`config.mk`:
```
export PLATFORM = sky130hd
export DESIGN_NAME = lsq_ring
export DESIGN_NICKNAME = d
export VERILOG_FILES = /design/src/rtl/lsq_ring.sv
export SDC_FILE = /design/constraint.sdc
export NUM_CORES = 2
export LEC_CHECK = 0
export ABC_AREA = 0
export ABC_CLOCK_PERIOD_IN_PS = 27100
export CAP_MARGIN = 20
export CORE_ASPECT_RATIO = 1.5
export CORE_MARGIN = 10
export CORE_UTILIZATION = 55
export CTS_CLUSTER_DIAMETER = 50
export DETAILED_ROUTE_END_ITERATION = 10
export PLACE_DENSITY = 0.79
export SYNTH_ARGS = -nofsm -noshare
export SYNTH_HDL_FRONTEND = slang
export SYNTH_SLANG_ARGS = --single-unit
```
`constraint.sdc`:
```
create_clock -name clk -period 27.1 [get_ports clk]
set_clock_uncertainty 0.05 [all_clocks]
set_input_delay 6.775 -clock clk [delete_from_list [all_inputs] [get_ports clk]]
set_output_delay 6.775 -clock clk [all_outputs]
set_load 0.005 [all_outputs]
```
`src/rtl/lsq_ring.sv`:
```
// lsq_ring: in-order load/store queue (circular buffer) between dispatch, AGU, ROB commit,
// CDB and a single data-memory port.
//
// Entries are allocated at the tail in program order and issued only from the head.
// A load issues as soon as its address is known. A store issues only after the ROB has
// committed it. The memory port carries one request at a time. A flush drops every
// uncommitted entry and keeps the committed stores at the head.
//
// Ports:
//   clk, rst                     clock (rising edge), asynchronous active-low reset
//   enq_valid/enq_ready          dispatch handshake; enq_ready = !full
//   enq_rob_tag/is_store/funct3  entry descriptor
//   agu_valid/rob_tag/addr/data  address and store-data broadcast
//   commit_valid/commit_rob_tag  ROB commit; only stores record it
//   flush                        misprediction; drop all uncommitted entries
//   cdb_valid/rob_tag/result     load writeback; one-cycle pulse
//   mem_req/we/addr/wdata/wmask  memory request; held until mem_ready
//   mem_ready/mem_rdata          memory completion pulse and read word
//   count, empty                 occupancy
module lsq_ring #(
    parameter int unsigned DEPTH      = 16,
    parameter int unsigned ROB_WIDTH  = 4,
    parameter int unsigned DATA_WIDTH = 32
) (
    input  logic                    clk,
    input  logic                    rst,
    input  logic                    enq_valid,
    output logic                    enq_ready,
    input  logic [ROB_WIDTH-1:0]    enq_rob_tag,
    input  logic                    enq_is_store,
    input  logic [2:0]              enq_funct3,
    input  logic                    agu_valid,
    input  logic [ROB_WIDTH-1:0]    agu_rob_tag,
    input  logic [DATA_WIDTH-1:0]   agu_addr,
    input  logic [DATA_WIDTH-1:0]   agu_data,
    input  logic                    commit_valid,
    input  logic [ROB_WIDTH-1:0]    commit_rob_tag,
    input  logic                    flush,
    output logic                    cdb_valid,
    output logic [ROB_WIDTH-1:0]    cdb_rob_tag,
    output logic [DATA_WIDTH-1:0]   cdb_result,
    output logic                    mem_req,
    output logic                    mem_we,
    output logic [DATA_WIDTH-1:0]   mem_addr,
    output logic [DATA_WIDTH-1:0]   mem_wdata,
    output logic [3:0]              mem_wmask,
    input  logic                    mem_ready,
    input  logic [DATA_WIDTH-1:0]   mem_rdata,
    output logic [$clog2(DEPTH):0]  count,
    output logic                    empty
);

    localparam int unsigned PTR_W = $clog2(DEPTH);
    localparam int unsigned CNT_W = PTR_W + 1;

    typedef enum logic [1:0] {StIdle, StLoad, StStore, StDrop} state_t;

    // Entry storage
    logic [DEPTH-1:0]      valid_q, valid_d;
    logic [DEPTH-1:0]      rdy_q, rdy_d;
    logic [DEPTH-1:0]      cmt_q, cmt_d;
    logic [DEPTH-1:0]      store_q, store_d;
    logic [2:0]            f3_q [DEPTH];
    logic [2:0]            f3_d [DEPTH];
    logic [ROB_WIDTH-1:0]  tag_q [DEPTH];
    logic [ROB_WIDTH-1:0]  tag_d [DEPTH];
    logic [DATA_WIDTH-1:0] addr_q [DEPTH];
    logic [DATA_WIDTH-1:0] addr_d [DEPTH];
    logic [DATA_WIDTH-1:0] data_q [DEPTH];
    logic [DATA_WIDTH-1:0] data_d [DEPTH];

    logic [PTR_W-1:0] head_q, head_d, tail_q, tail_d;
    logic [CNT_W-1:0] count_q, count_d;

    state_t state_q;

    // Flush bookkeeping: the committed-store run that starts at the head survives
    logic [DEPTH-1:0] keep;
    logic [CNT_W-1:0] n_keep;
    logic             run;
    logic [PTR_W-1:0] idx;

    logic enq_fire, deq_load, deq_store, deq, agu_hit_new, issue_ok;

    assign enq_ready = (count_q != CNT_W'(DEPTH));
    assign empty     = (count_q == '0);
    assign count     = count_q;

    assign enq_fire  = enq_valid && enq_ready && !flush;
    // A load that is flushed in the cycle its data returns is discarded
    assign deq_load  = (state_q == StLoad) && mem_ready && !flush;
    assign deq_store = (state_q == StStore) && mem_ready;
    assign deq       = deq_load || deq_store;

    assign agu_hit_new = agu_valid && (agu_rob_tag != '0) && (agu_rob_tag == enq_rob_tag);

    assign issue_ok = valid_q[head_q] && rdy_q[head_q] &&
                      (!store_q[head_q] || cmt_q[head_q]);

    function automatic logic [3:0] store_mask(input logic [1:0] sz, input logic [1:0] off);
        case (sz)
            2'b00:   store_mask = 4'b0001 << off;
            2'b01:   store_mask = 4'b0011 << {off[1], 1'b0};
            default: store_mask = 4'b1111;
        endcase
    endfunction

    function automatic logic [DATA_WIDTH-1:0] store_data(input logic [1:0] sz,
                                                         input logic [DATA_WIDTH-1:0] d);
        case (sz)
            2'b00:   store_data = {(DATA_WIDTH/8){d[7:0]}};
            2'b01:   store_data = {(DATA_WIDTH/16){d[15:0]}};
            default: store_data = d;
        endcase
    endfunction

    function automatic logic [DATA_WIDTH-1:0] load_ext(input logic [2:0] f3,
                                                       input logic [1:0] off,
                                                       input logic [DATA_WIDTH-1:0] w);
        logic [7:0]  b;
        logic [15:0] h;
        b = w[{off, 3'b000} +: 8];
        h = w[{off[1], 4'b0000} +: 16];
        case (f3)
            3'b000:  load_ext = {{(DATA_WIDTH-8){b[7]}}, b};
            3'b001:  load_ext = {{(DATA_WIDTH-16){h[15]}}, h};
            3'b100:  load_ext = {{(DATA_WIDTH-8){1'b0}}, b};
            3'b101:  load_ext = {{(DATA_WIDTH-16){1'b0}}, h};
            default: load_ext = w;
        endcase
    endfunction

    // Entry and pointer next-state
    always_comb begin
        valid_d = valid_q;
        rdy_d   = rdy_q;
        cmt_d   = cmt_q;
        store_d = store_q;
        f3_d    = f3_q;
        tag_d   = tag_q;
        addr_d  = addr_q;
        data_d  = data_q;
        head_d  = head_q;
        tail_d  = tail_q;
        count_d = count_q;
        keep    = '0;
        n_keep  = '0;
        run     = 1'b1;
        idx     = '0;

        // Commit goes first so a same-cycle flush sees it
        for (int i = 0; i < DEPTH; i++) begin
            if (commit_valid && (commit_rob_tag != '0) && valid_q[i] && store_q[i] &&
                (tag_q[i] == commit_rob_tag)) begin
                cmt_d[i] = 1'b1;
            end
        end

        for (int k = 0; k < DEPTH; k++) begin
            idx = head_q + PTR_W'(k);
            if (run && valid_q[idx] && store_q[idx] && cmt_d[idx]) begin
                keep[idx] = 1'b1;
                n_keep    = n_keep + CNT_W'(1);
            end else begin
                run = 1'b0;
            end
        end

        if (flush) begin
            valid_d = valid_q & keep;
            tail_d  = head_q + n_keep[PTR_W-1:0];
            count_d = n_keep - CNT_W'(deq);
        end else begin
            for (int i = 0; i < DEPTH; i++) begin
                if (agu_valid && (agu_rob_tag != '0) && valid_q[i] &&
                    (tag_q[i] == agu_rob_tag)) begin
                    rdy_d[i]  = 1'b1;
                    addr_d[i] = agu_addr;
                    data_d[i] = agu_data;
                end
            end
            if (enq_fire) begin
                valid_d[tail_q] = 1'b1;
                rdy_d[tail_q]   = agu_hit_new;
                cmt_d[tail_q]   = 1'b0;
                store_d[tail_q] = enq_is_store;
                f3_d[tail_q]    = enq_funct3;
                tag_d[tail_q]   = enq_rob_tag;
                if (agu_hit_new) begin
                    addr_d[tail_q] = agu_addr;
                    data_d[tail_q] = agu_data;
                end
                tail_d = tail_q + PTR_W'(1);
            end
            count_d = count_q + CNT_W'(enq_fire) - CNT_W'(deq);
        end

        if (deq) begin
            valid_d[head_q] = 1'b0;
            head_d          = head_q + PTR_W'(1);
        end
    end

    always_ff @(posedge clk or negedge rst) begin
        if (!rst) begin
            valid_q <= '0;
            rdy_q   <= '0;
            cmt_q   <= '0;
            store_q <= '0;
            for (int i = 0; i < DEPTH; i++) begin
                f3_q[i]   <= '0;
                tag_q[i]  <= '0;
                addr_q[i] <= '0;
                data_q[i] <= '0;
            end
            head_q  <= '0;
            tail_q  <= '0;
            count_q <= '0;
        end else begin
            valid_q <= valid_d;
            rdy_q   <= rdy_d;
            cmt_q   <= cmt_d;
            store_q <= store_d;
            f3_q    <= f3_d;
            tag_q   <= tag_d;
            addr_q  <= addr_d;
            data_q  <= data_d;
            head_q  <= head_d;
            tail_q  <= tail_d;
            count_q <= count_d;
        end
    end

    // Issue FSM with registered memory-port and CDB outputs
    always_ff @(posedge clk or negedge rst) begin
        if (!rst) begin
            state_q     <= StIdle;
            mem_req     <= 1'b0;
            mem_we      <= 1'b0;
            mem_addr    <= '0;
            mem_wdata   <= '0;
            mem_wmask   <= '0;
            cdb_valid   <= 1'b0;
            cdb_rob_tag <= '0;
            cdb_result  <= '0;
        end else begin
            cdb_valid   <= deq_load;
            cdb_rob_tag <= deq_load ? tag_q[head_q] : '0;
            cdb_result  <= deq_load ?
                           load_ext(f3_q[head_q], addr_q[head_q][1:0], mem_rdata) : '0;
            unique case (state_q)
                StIdle: begin
                    // No issue in a flush cycle: the head may be an entry being dropped
                    if (!flush && issue_ok) begin
                        state_q  <= store_q[head_q] ? StStore : StLoad;
                        mem_req  <= 1'b1;
                        mem_we   <= store_q[head_q];
                        mem_addr <= {addr_q[head_q][DATA_WIDTH-1:2], 2'b00};
                        if (store_q[head_q]) begin
                            mem_wdata <= store_data(f3_q[head_q][1:0], data_q[head_q]);
                            mem_wmask <= store_mask(f3_q[head_q][1:0], addr_q[head_q][1:0]);
                        end
                    end
                end
                StLoad, StStore, StDrop: begin
                    if (mem_ready) begin
                        state_q   <= StIdle;
                        mem_req   <= 1'b0;
                        mem_we    <= 1'b0;
                        mem_addr  <= '0;
                        mem_wdata <= '0;
                        mem_wmask <= '0;
                    end else if (flush && (state_q == StLoad)) begin
                        state_q <= StDrop;
                    end
                end
                default: state_q <= StIdle;
            endcase
        end
    end

endmodule

```
==> results.toml <==
[synth]
synth_compound_area_share_pct = 6.35
synth_cells = 4981
synth_area_um2 = 66900
ys_top_cells_by_area = "dfrtp_1, mux2_2, mux4_2, clkbuf_1, xor2_1"
synth_flop_cell = "dfrtp_1"
synth_fa_ha_area_share_pct = 0.808
netlist.area_leader.share_pct = 49.4
synth_xor_area_share_pct = 2.71
yosysTopAreaCell = "dfrtp_1"
synth_edf_count = 0
syn_avg_cell_area_um2 = 13.4
synthMuxAreaShare_pct = 32.6
synth-simple-area-share_pct = 5.34
synth_top_family_by_area = "multiplexers"
synth_seq_cells = 1320
synth_warnings = 0
synth.yosys.seq_area_share_pct = 49.4
synthDistinctLibCells = 105
async_flop_share_pct = 100

[route]
wl_per_cell_um = 31.7
drt_iter0_drc = 4234
route.antenna.remaining_nets = 0
first_pass_iters = 6
num_vias = 45300
totalWireLength_mm = 214
vias_per_cell = 6.70
route.detailed.drc = 0

[worst_hold_path]
hold_path_depth = 2
hold_class = "reg -> reg"
hold-path-endpoint = "mem_wdata[13]$_DFFE_PN0P_"
min-delay-start = "mem_wdata[13]$_DFFE_PN0P_"

[timing]
hold_viol_final = 0
tns_ps = 0
rsz0062_at_grt = "no"
slew_viol_final = 0
timing.final.crit_share_pct = 70.8
tightest_slew_ps = 1260
slew_headroom_pct = 16.2
setup_viol = 0
max_freq_mhz = 52.1
worst_slack_ps = 7920
period_minus_slack_ps = 19180

[critical_path]
critPathCaptureType = "register"
r2r_end = "tail_q[3]$_DFFE_PN0P_"
crit_slowest_cell = "o41ai_4"
path_class = "in -> reg"
startpoint_type = "input port"
cp_data_arrival_time_ps = 19740
crit_top_cell = "ha_1"
rr_worst_depth = 59
worstSetupStartpoint = "commit_rob_tag[0]"
rrSetupSlack_ps = 13820
path_max_fanout = 19
r2r_start = "head_q[0]$_DFFE_PN0N_"
max_stage_delay_ps = 790
crit_required_ps = 27660

[cts]
post_cts_buffers = 0
cts-root-buf = "clkbuf_16"
cts_hold_buf = 0
clk_pin_slew_ps = 60
h-tree-depth = 4
clock_latency_ps = 770
clock-sinks = 1320
clk_path_buf_depth = 3
cts_buffers = 133
cts.repair.resized = 0
cts_tree = "done"

[finish]
drive_gt1_share_pct = 37.7
final_cell_mix = "dfrtp_1, mux2_2, mux4_2"
final-seq-area_um2 = 33000
nNetsFinal = 5233
syn2layout_area_growth_pct = 12.9
mostFrequentLayoutCell = "dfrtp_1"
multiInputGateArea_um2 = 32300
fillers = 8912

[global_route]
met3_usage_pct = 6.72
overflow = 0
grt_max_degree = 184
grt_pass1_vias = 47700
use_met2_pct = 52.2
antenna_found_initial = 22
grt_pass1_wl_mm = 318
grtUsageMet1_pct = 36.5
grt-busiest-layer = "met2"
track_usage_pct = 31.2

[die]
die_w_um = 305
coreArea_um2 = 121000
rows = 156
ios = 233
initial_core_util_pct = 55.5
dieArea_um2 = 136000
die_h_um = 447

[power_and_ir_drop]
p_leak_nw = 34.2
pwr_density_cell_nw_per_um2 = 89.8
finalPower_w = 0.00679
ir_drop_mv = 0.107

[job]
drv_cap = 0

[placement]
dp_hpwl_mm = 138
gp_congestion = 1.07
place.port_buffers = 230
place_ws_ps = 7270

[status]
status = "complete, no violations"
power breakdown:
group,switching (W),total (W),leakage (nW),internal [W]
registers,0.000307,0.00257,18.2,0.00226
logic,0.00133,0.00226,13.8,0.000926
clock network,0.000803,0.00196,2.27,0.00116
total,0.00244,0.00679,34.2,0.00435
area by class of cell:
type,instances,share of cell area [%]
Antenna cell,8,0.0265
Multi-Input combinational cell,3181,42.7
Inverter,88,0.444
Clock buffer,179,5.05
Clock inverter,54,1.09
Timing Repair Buffer,348,4.38
Tap cell,1580,2.62
Sequential cell,1320,43.7
metrics by stage:
step	hold WS [ps]	std cells	cell area, um^2	utilization, %
finish	427	6758	75600	62.7
global placement	407	6512	70800	58.7
detailed placement	416	6515	70900	58.8
global route	453	6756	75600	62.7
CTS	430	6748	75500	62.6
floorplan	405	4982	66900	-
kinds of logic after synthesis:
| kind of cell | after synthesis |
|---|---|
| DFF | 1320 |
| and+or+nand+nor | 735 |
| buffers and inverters | 481 |
| adders and majority gates | 42 |
| AOI/OAI and AO/OA | 639 |
| other | 1 |
| xor gates and xnor gates | 195 |
| muxes | 1568 |
critical path, delay by kind of cell:
kind,cells,cell delay [ps]
xor gates and xnor gates,5,910
AOI/OAI and AO/OA,18,4350
muxes,2,460
adders and majority gates,15,4380
buffers and inverters,7,1390
and+or+nand+nor,13,1430
per-layer routing:
metal	share of wire, %	vias to the layer above
met2	50	1887
met4	6.9	20
met3	6.9	730
met5	0.057	-
li1	-	18700
met1	36	23900
cell usage after synthesis, drive strengths merged (14+ instances only):
cell,instances
a22oi,26
o31ai,24
and2,25
a21oi,130
and3,14
a211oi,22
mux2,1157
nor2,163
o21ai,177
o211ai,26
dfrtp,1320
buf,75
a21boi,25
clkbuf,318
nor4,29
inv,86
nand3,108
xor2,114
o21a,20
xnor2,76
nor3,52
a31oi,37
nand2,245
nand4,30
ha,40
o22ai,26
mux2i,36
mux4,375
registers in the layout (all words and copies together) (netlist names):
signal       count
addr_q         512
cdb_result      32
cdb_rob_tag      4
cdb_valid        1
cmt_q           16
count            5
data_q         512
f3_q            48
head_q           4
mem_addr        30
mem_req          1
mem_wdata       32
mem_we           1
mem_wmask        4
rdy_q           16
state_q          2
store_q         16
tag_q           64
tail_q           4
valid_q         16
worst max-delay path by stage:
stage / depth (start not counted) / slack, ps / to
final: 60 / 7920 / tail_q[3]$_DFFE_PN0P_
after global routing: 60 / 7000 / tail_q[3]$_DFFE_PN0P_
after CTS: 60 / 7990 / tail_q[3]$_DFFE_PN0P_
after detailed placement: 60 / 7270 / tail_q[3]$_DFFE_PN0P_
after global placement: 60 / 7330 / tail_q[3]$_DFFE_PN0P_
after floorplan: 56 / 9350 / tail_q[3]$_DFFE_PN0P_
No activity file was read; power rests on OpenSTA's default activity.
